<file path="config.mk">
export PLATFORM = sky130hd
export DESIGN_NAME = coalesce_sequencer
export DESIGN_NICKNAME = d
export VERILOG_FILES = /design/src/rtl/coalesce_sequencer_pkg.sv /design/src/rtl/coalesce_sequencer_lane_first_one.sv /design/src/rtl/coalesce_sequencer.sv
export SDC_FILE = /design/constraint.sdc
export NUM_CORES = 1
export LEC_CHECK = 0
export CORE_MARGIN = 5
export CORE_UTILIZATION = 41
export CTS_BUF_LIST = sky130_fd_sc_hd__clkbuf_4
export DETAILED_ROUTE_END_ITERATION = 10
export HOLD_SLACK_MARGIN = 0.1
export PLACE_DENSITY = 0.81
export SYNTH_ARGS = -nofsm -noshare
export SYNTH_HDL_FRONTEND = slang
export SYNTH_SLANG_ARGS = --single-unit
</file>
<file path="constraint.sdc">
create_clock -name clk -period 2.4 [get_ports clk]
set_clock_uncertainty 0.05 [all_clocks]
set_input_delay 0.6 -clock clk [delete_from_list [all_inputs] [get_ports clk]]
set_output_delay 0.6 -clock clk [all_outputs]
set_load 0.005 [all_outputs]
</file>
<file path="src/rtl/coalesce_sequencer_pkg.sv">
// Shared sizing defaults and FSM state encodings for the memory coalescing path.
package coalesce_sequencer_pkg;

    localparam int DEF_SIZE_CORE              = 32;
    localparam int DEF_SIZE_CORE_LOG          = 5;
    localparam int DEF_SIZE_ADDR              = 32;
    localparam int DEF_SIZE_SEGMENT_BYTES_LOG = 6;

    localparam logic [2:0] ST_IDLE   = 3'd0;
    localparam logic [2:0] ST_SELECT = 3'd1;
    localparam logic [2:0] ST_ISSUE  = 3'd2;
    localparam logic [2:0] ST_WAIT   = 3'd3;
    localparam logic [2:0] ST_DONE   = 3'd4;

endpackage

</file>
<file path="src/rtl/coalesce_sequencer_lane_first_one.sv">
// Combinational lowest-index priority encoder over a lane mask; index is 0 for an empty mask.
module lane_first_one
    import coalesce_sequencer_pkg::*;
#(
    parameter int SIZE_CORE     = DEF_SIZE_CORE,
    parameter int SIZE_CORE_LOG = DEF_SIZE_CORE_LOG
) (
    input  logic [SIZE_CORE-1:0]     i_mask,
    output logic [SIZE_CORE_LOG-1:0] o_index
);

    logic w_found;

    always_comb begin
        o_index = '0;
        w_found = 1'b0;
        for (int unsigned i = 0; i < SIZE_CORE; i++) begin
            if (!w_found && i_mask[i]) begin
                o_index = SIZE_CORE_LOG'(i);
                w_found = 1'b1;
            end
        end
    end

endmodule

</file>
<file path="src/rtl/coalesce_sequencer.sv">
// Walks a warp request one memory segment at a time, retiring served lanes until none remain.
module coalesce_sequencer
    import coalesce_sequencer_pkg::*;
#(
    parameter int SIZE_CORE              = DEF_SIZE_CORE,
    parameter int SIZE_CORE_LOG          = DEF_SIZE_CORE_LOG,
    parameter int SIZE_ADDR              = DEF_SIZE_ADDR,
    parameter int SIZE_SEGMENT_BYTES_LOG = DEF_SIZE_SEGMENT_BYTES_LOG
) (
    input  logic                     clk,
    input  logic                     rst_n,
    input  logic                     req_valid,
    output logic                     req_ready,
    input  logic [SIZE_CORE-1:0]     req_mask,
    input  logic                     req_we,
    output logic [SIZE_CORE_LOG-1:0] fa_first_one,
    output logic [SIZE_CORE-1:0]     fa_mask,
    input  logic [SIZE_ADDR-1:0]     fa_addr,
    input  logic [SIZE_CORE-1:0]     fa_outmask,
    output logic                     mem_valid,
    input  logic                     mem_ready,
    output logic [SIZE_ADDR-1:0]     mem_addr,
    output logic [SIZE_CORE-1:0]     mem_lanes,
    output logic                     mem_we,
    input  logic                     mem_resp_valid,
    output logic                     done,
    output logic [SIZE_CORE_LOG:0]   txn_count
);

    localparam logic [SIZE_CORE_LOG:0] TXN_MAX = (SIZE_CORE_LOG + 1)'(SIZE_CORE);

    logic [2:0]                 r_state;
    logic [SIZE_CORE-1:0]       r_pending;
    logic                       r_we;
    logic [SIZE_ADDR-1:0]       r_mem_addr;
    logic [SIZE_CORE-1:0]       r_mem_lanes;
    logic [SIZE_CORE_LOG:0]     r_txn_count;

    logic [SIZE_CORE_LOG-1:0]   w_first_one;
    logic [SIZE_CORE-1:0]       w_first_onehot;
    logic [SIZE_CORE-1:0]       w_sel_lanes;
    logic [SIZE_CORE-1:0]       w_pending_next;
    logic [SIZE_ADDR-1:0]       w_seg_base;
    logic                       w_unused_addr_lo;

    lane_first_one #(
        .SIZE_CORE     (SIZE_CORE),
        .SIZE_CORE_LOG (SIZE_CORE_LOG)
    ) u_first_one (
        .i_mask  (r_pending),
        .o_index (w_first_one)
    );

    always_comb begin
        w_first_onehot   = SIZE_CORE'(1) << w_first_one;
        w_sel_lanes      = fa_outmask & r_pending;
        w_pending_next   = r_pending & ~r_mem_lanes;
        w_seg_base       = {fa_addr[SIZE_ADDR-1:SIZE_SEGMENT_BYTES_LOG], {SIZE_SEGMENT_BYTES_LOG{1'b0}}};
        w_unused_addr_lo = ^fa_addr[SIZE_SEGMENT_BYTES_LOG-1:0];
    end

    always_ff @(posedge clk) begin
        if (!rst_n) begin
            r_state     <= ST_IDLE;
            r_pending   <= '0;
            r_we        <= 1'b0;
            r_mem_addr  <= '0;
            r_mem_lanes <= '0;
            r_txn_count <= '0;
        end else begin
            case (r_state)
                ST_IDLE: begin
                    if (req_valid) begin
                        r_pending   <= req_mask;
                        r_we        <= req_we;
                        r_txn_count <= '0;
                        r_state     <= (|req_mask) ? ST_SELECT : ST_DONE;
                    end
                end
                ST_SELECT: begin
                    r_mem_addr  <= w_seg_base;
                    // An empty intersection would stall forever; serve the first pending lane alone.
                    r_mem_lanes <= (|w_sel_lanes) ? w_sel_lanes : w_first_onehot;
                    r_state     <= ST_ISSUE;
                end
                ST_ISSUE: begin
                    if (mem_ready) begin
                        if (r_txn_count != TXN_MAX) begin
                            r_txn_count <= r_txn_count + 1'b1;
                        end
                        r_state <= ST_WAIT;
                    end
                end
                ST_WAIT: begin
                    if (mem_resp_valid) begin
                        r_pending <= w_pending_next;
                        r_state   <= (|w_pending_next) ? ST_SELECT : ST_DONE;
                    end
                end
                ST_DONE: begin
                    r_state <= ST_IDLE;
                end
                default: begin
                    r_state <= ST_IDLE;
                end
            endcase
        end
    end

    always_comb begin
        req_ready    = (r_state == ST_IDLE);
        mem_valid    = (r_state == ST_ISSUE);
        done         = (r_state == ST_DONE);
        fa_mask      = r_pending;
        fa_first_one = w_first_one;
        mem_addr     = r_mem_addr;
        mem_lanes    = r_mem_lanes;
        mem_we       = r_we;
        txn_count    = r_txn_count;
    end

endmodule

</file>
**Word level (Yosys, flattened, before mapping)**

Cells that the tools add are included.

- Eq/ne operators: 9
- Add/sub/neg operators: 1
- Multiplexer cells: 76
- Shift-type cells: 1
- Reduce and logical (&&, ||, !) cells: 72
- Bitwise logic cells: 3

Operators by type and width:

| cell | number |
|---|---|
| 32-bit two-way mux | 3 |
| 32-bit OR reduction | 3 |
| 5-bit two-way mux | 16 |
| 32-bit AND | 2 |
| 32-bit one-hot mux with 2 select lines | 1 |
| 1-bit two-way mux | 32 |
| 4-bit two-way mux | 8 |
| 32-bit NOT | 1 |
| 1-bit by 5-bit left shift with 32-bit output, first input constant | 1 |
| 1-bit logical AND | 31 |
| 1-bit logical NOT | 31 |
| 3-bit two-way mux | 9 |
| 6-bit two-way mux | 3 |
| 3-bit one-hot mux with 4 select lines | 1 |
| 6-bit one-hot mux with 2 select lines | 1 |
| 6-bit by 1-bit adder with 6-bit output, second input constant | 1 |
| 3-bit by 2-bit equality test with 1-bit output, second input constant | 2 |
| 6-bit inequality test, second input constant | 1 |
| 3-bit AND reduction | 2 |
| 2-bit two-way mux | 2 |
| 2-bit by 1-bit inequality test with 1-bit output, second input constant | 2 |
| 2-bit inequality test, second input constant | 2 |
| 4-bit AND reduction | 1 |
| 2-bit nonzero test | 2 |
| other kinds (4) | 4 |

- Input port bits: 102
- Output and inout bits: 111
- Word-level logic and storage cells: 168
- Bits in registers: 100

**Longest topological paths before layout**

- Depth in word-level cells: 96
- Gate-level depth with buffers: 9
- Depth with buffers taken out: 8

**Cells and area by module**

Synthesis repeated with hierarchy kept, for this count alone.

- Cells, all modules: 656
- Area, all modules: 5046.1 sq um

By module, submodules not included:

| module | cells an instance | area each (sq um) | times used | seq. area each (sq um) |
|---|---|---|---|---|
| coalesce_sequencer | 586 | 4590.7 | 1 | 2001.9 |
| lane_first_one | 70 | 455.4 | 1 | 0.0 |

**Least setup slack after synthesis**

No wires, ideal clock.

- Path type: register to output
- Start point: register r_pending[2] (netlist: fa_mask[2])
- End point: output port fa_first_one[0]
- Path buffers: 1
- Arrival time: 1.787 ns
- Slack: -0.037 ns
- Data required time: 1.750 ns
- Cell stages (with the launch flop): 8
- Path through: dfxtp_1 inv_1 a221oi_2 o32ai_1 or4b_1 o211ai_2 inv_2 buf_4

- Word-level cells in the longest chain between the ends: 89
- Elaborated cells on any way between the ends: 118
- Those cells by class: mux (59); reduce/logical (59)

RTL lines:

| element | RTL line | source |
|---|---|---|
| from (decl) | coalesce_sequencer.sv:33 | `logic [SIZE_CORE-1:0] r_pending;` |
| from (signal assigned) | coalesce_sequencer.sv:74 | `r_pending <= req_mask;` |
| from (signal assigned) | coalesce_sequencer.sv:96 | `r_pending <= w_pending_next;` |
| 1-bit logical AND (*) | coalesce_sequencer_lane_first_one.sv:18 | `if (!w_found && i_mask[i]) begin` |
| 1-bit two-way mux | coalesce_sequencer_lane_first_one.sv:18 |  |
| 1-bit logical NOT | coalesce_sequencer_lane_first_one.sv:18 |  |
| 1-bit logical AND | coalesce_sequencer_lane_first_one.sv:18 |  |
| 1-bit two-way mux | coalesce_sequencer_lane_first_one.sv:18 |  |
| 1-bit logical NOT | coalesce_sequencer_lane_first_one.sv:18 |  |
| 1-bit logical AND | coalesce_sequencer_lane_first_one.sv:18 |  |
| 1-bit two-way mux | coalesce_sequencer_lane_first_one.sv:18 |  |
| [... 73 more ...] | -- |  |
| 1-bit logical AND | coalesce_sequencer_lane_first_one.sv:18 |  |
| 1-bit two-way mux | coalesce_sequencer_lane_first_one.sv:18 |  |
| 1-bit logical NOT | coalesce_sequencer_lane_first_one.sv:18 |  |
| 1-bit logical AND | coalesce_sequencer_lane_first_one.sv:18 |  |
| 1-bit two-way mux | coalesce_sequencer_lane_first_one.sv:18 |  |
| 1-bit logical NOT | coalesce_sequencer_lane_first_one.sv:18 |  |
| 1-bit logical AND | coalesce_sequencer_lane_first_one.sv:18 |  |
| 5-bit two-way mux (*) | coalesce_sequencer_lane_first_one.sv:18 |  |
| to (decl) | coalesce_sequencer.sv:16 | `output logic [SIZE_CORE_LOG-1:0] fa_first_one,` |

Every way passes the cells marked *; elsewhere a longest branch is shown, timed or not.

**Worst setup path in the final report**

- Start point: register r_pending[4] (netlist: fa_mask[4])
- End point: output port fa_first_one[0]

- Word-level cells in the longest chain between the ends: 83
- Elaborated cells on any way between the ends: 110
- Those cells by class: mux (55); reduce/logical (55)

RTL lines:

| element | RTL line |
|---|---|
| 1-bit logical AND (*) | coalesce_sequencer_lane_first_one.sv:18 |
| 1-bit two-way mux | coalesce_sequencer_lane_first_one.sv:18 |
| 1-bit logical NOT | coalesce_sequencer_lane_first_one.sv:18 |
| 1-bit logical AND | coalesce_sequencer_lane_first_one.sv:18 |
| 1-bit two-way mux | coalesce_sequencer_lane_first_one.sv:18 |
| 1-bit logical NOT | coalesce_sequencer_lane_first_one.sv:18 |
| 1-bit logical AND | coalesce_sequencer_lane_first_one.sv:18 |
| 1-bit two-way mux | coalesce_sequencer_lane_first_one.sv:18 |
| [... 67 more ...] | -- |
| 1-bit logical AND | coalesce_sequencer_lane_first_one.sv:18 |
| 1-bit two-way mux | coalesce_sequencer_lane_first_one.sv:18 |
| 1-bit logical NOT | coalesce_sequencer_lane_first_one.sv:18 |
| 1-bit logical AND | coalesce_sequencer_lane_first_one.sv:18 |
| 1-bit two-way mux | coalesce_sequencer_lane_first_one.sv:18 |
| 1-bit logical NOT | coalesce_sequencer_lane_first_one.sv:18 |
| 1-bit logical AND | coalesce_sequencer_lane_first_one.sv:18 |
| 5-bit two-way mux (*) | coalesce_sequencer_lane_first_one.sv:18 |

Marked as above.

==> flow_summary.yaml <==
run_status:
  status: "complete, but fails checks"
  violations: "negative setup slack"
logic_synthesis:
  ys_seq_area_share_pct: 38.2
  async_reset_ff_share_pct: 0
  synth_flop_cell: "dfxtp_1"
  synth_top_area_share_pct: 38.2
  ys_ff_latch: 100
  synth_area_per_cell_um2: 7.65
  yosys_warnings: 0
  ys_types: 63
  synth.largest_area_cell: "dfxtp_1"
  synthCells: 684
  synth_edf_count: 0
  ys_top_cells_by_area: "dfxtp_1 (38%), nand2_1 (8.3%), a21oi_1 (5.3%)"
  syn_area_um2: 5240
placement:
  pre_cts_ws_ns: -0.407
  postPlaceCellArea_um2: 8320
  placement.io_buffers: 200
  dpl.hpwl_mm: 17.5
  gp_congestion: 1.04
setup_path:
  worst-path-buf-inv: 4
  regToRegSetupSlack_ns: -0.29
  crit_chain: "buf_4 -> nor2_1 -> a221oi_2 -> o32ai_2 -> buf_4 -> or4b_1 -> o211ai_2 -> inv_2 -> buf_6"
  crit_family: "simple AND/OR/NAND/NOR gates"
  startpoint_type: "flip-flop"
  crit_top_cell: "buf_4"
  setup.worst_path.end_class: "output port"
  max_stage_delay_ns: 0.50
  worst_ep_arrival_time_ns: 2.35
  path_class: "flip-flop to output port"
  cp_max_fo: 3
  required_ns: 1.75
  crit_path_top_delay_cell: "or4b_1"
route:
  drtIter0Drc: 819
  wl_mm: 23.7
  via_per_inst: 5.76
  vias: 6862
  drc_errors: 0
  drt-wirelength-per-cell_um: 19.9
  dr.pass1.iters: 5
  ant_nets: 0
die:
  ios: 213
  die_h_um: 123
  die_w_um: 123
  dieArea_um2: 15100
  core_um2: 12600
  placementRows: 41
  start_util_pct: 41.7
power_and_ir_drop:
  p_int_mw: 3.57
  peakVddDrop_uv: 438
  clkPwrFrac_pct: 14.3
  power_frac_comb_pct: 50.9
  p_per_area_nw_per_um2: 646
  p_sw_mw: 2.31
  leakage_nw: 3.44
  power_frac_seq_pct: 34.7
  power.share.switching_pct: 39.3
sta:
  rsz0062_at_grt: "true"
  tightest_slew_ns: 0.570
  max_slew_margin_pct: 61.8
  post-route-min-period_ns: 3.00
  fmax_mhz: 334
  timing.final.ws_setup_ns: -0.595
  whs_ns: 0.413
  setup_viol: 36
  hold_viol: 0
  setup_tns_ns: -7.32
  fin_crit_sh_pct: 125
  slew_violations: 0
clock_network:
  cts_max_level: 3
  cts_buffers: 9
  cts_tree: "yes"
  hold_buffers: 0
  clk_path_buf_depth: 2
  clkSlewWorstSetupHoldPaths_ns: 0.17
  cts_num_sinks: 100
  clkLatencyLatePin_ns: 0.50
  cts_root_buf: "clkbuf_4"
layout:
  num-fill-cells: 932
  fin_util_pct: 72.5
  diodes: 0
  seq_area_um2: 2040
  layout-area-overhead-vs-synth_pct: 74.0
  multiInputGateArea_um2: 3270
  drive_above_1_share_pct: 27.1
  nets: 1119
  post-route-cell-area_um2: 9110
  final_cell_mix: "clkdlybuf4s50_1 (194), buf_4 (137), nand2_1 (109)"
  final_common_cell: "clkdlybuf4s50_1"
grt:
  grt_max_degree: 70
  antenna_found_initial: 0
  grt_pass1_wl_mm: 34.5
  grt_overflow_total: 0
  grt.total_usage_pct: 29.8
  grt_pass1_vias: 6409
flow_run:
  maxCapViolations: 0
min_path:
  hp-class: "flip-flop to flip-flop"
==> cell families after synthesis <==
group	Yosys count	synth area share, %
simple gates	281	26.8
fa+ha+maj	2	0.478
mux	1	0.215
flops	100	38.2
buf+inv	79	6.98
compound gates	215	26.3
other cells	1	0.0716
xor+xnor	5	0.836
==> through the flow <==
| stage | instances | power (mW) |
|---|---|---|
| 2_1_floorplan | 689 | 3.12 |
| 3_3_place_gp | 1152 | 4.43 |
| 3_5_place_dp | 1152 | 4.46 |
| 4_1_cts | 1186 | 5.58 |
| 5_1_grt | 1191 | 6.13 |
| 6_report | 1191 | 5.88 |
==> power groups by stage <==
stage	logic (mW)	clock network, mW	registers (mW)
4_1_cts	2.69	0.863	2.03
2_1_floorplan	1.08	0	2.04
6_report	3.00	0.844	2.04
3_3_place_gp	2.37	0	2.06
5_1_grt	3.15	0.917	2.06
3_5_place_dp	2.40	0	2.06
==> state kept, by name, indices dropped and copies added (netlist names) <==
signal and cells:
fa_mask 32, mem_lanes 32, mem_addr 26, txn_count 6
r_state 3, mem_we 1
==> final cells by class <==
| cell class | count | share of cell area (%) |
|---|---|---|
| clock buffer | 9 | 0.742 |
| timing repair buffer | 362 | 36.8 |
| clock inverter | 6 | 0.549 |
| sequential | 100 | 22.4 |
| tap | 172 | 2.36 |
| multi-input combinational | 510 | 35.9 |
| inverter | 32 | 1.32 |
==> final timing paths <==
| kind | depth (start not counted) | from | to |
|---|---|---|---|
| max | 9 | fa_mask[4] | fa_first_one[0] |
| min | 2 | mem_addr[29] | mem_addr[29] |
| min reg2reg | 2 | mem_addr[29] | mem_addr[29] |
| max reg2reg | 13 | fa_mask[7] | mem_lanes[28] |
==> synthesized netlist by cell type (3+ instances only) <==
cell and instances:
a211oi_1 4, a21oi_1 55, a22oi_1 36, a31oi_1 17
and2_1 3, and3_1 3, buf_4 7, buf_6 3
clkbuf_1 35, dfxtp_1 100, inv_1 30, nand2_1 116
nand2b_1 6, nand3_1 20, nand4_1 19, nor2_1 63
nor2b_1 3, nor3_1 11, nor4_1 13, nor4_4 4
o2111ai_1 4, o211ai_1 7, o21ai_0 53, o221ai_1 6
o22ai_1 14, xor2_1 4
==> worst reg2reg max path, delay by kind of cell (launching register included) <==
kind	cells	cell delay, ns
simple gates	5	0.98
flops	1	0.39
buf+inv	7	1.05
compound gates	1	0.15
==> layer usage <==
metal  share of wire (%)  track usage (%)  wire, um
met1                  36             36.0      8630
met4                 5.4             17.1      1270
met2                  46             46.8     10800
met5                   0                0         0
met3                  12             9.24      2950
==> timing repair <==
action / in CTS / in global routing
setup endpoints to repair: 25 / 40
setup buffers: 20 / 15
gates resized for setup: 86 / 62
pin swaps: 39 / 38
Power figures use the tool's default switching activity.
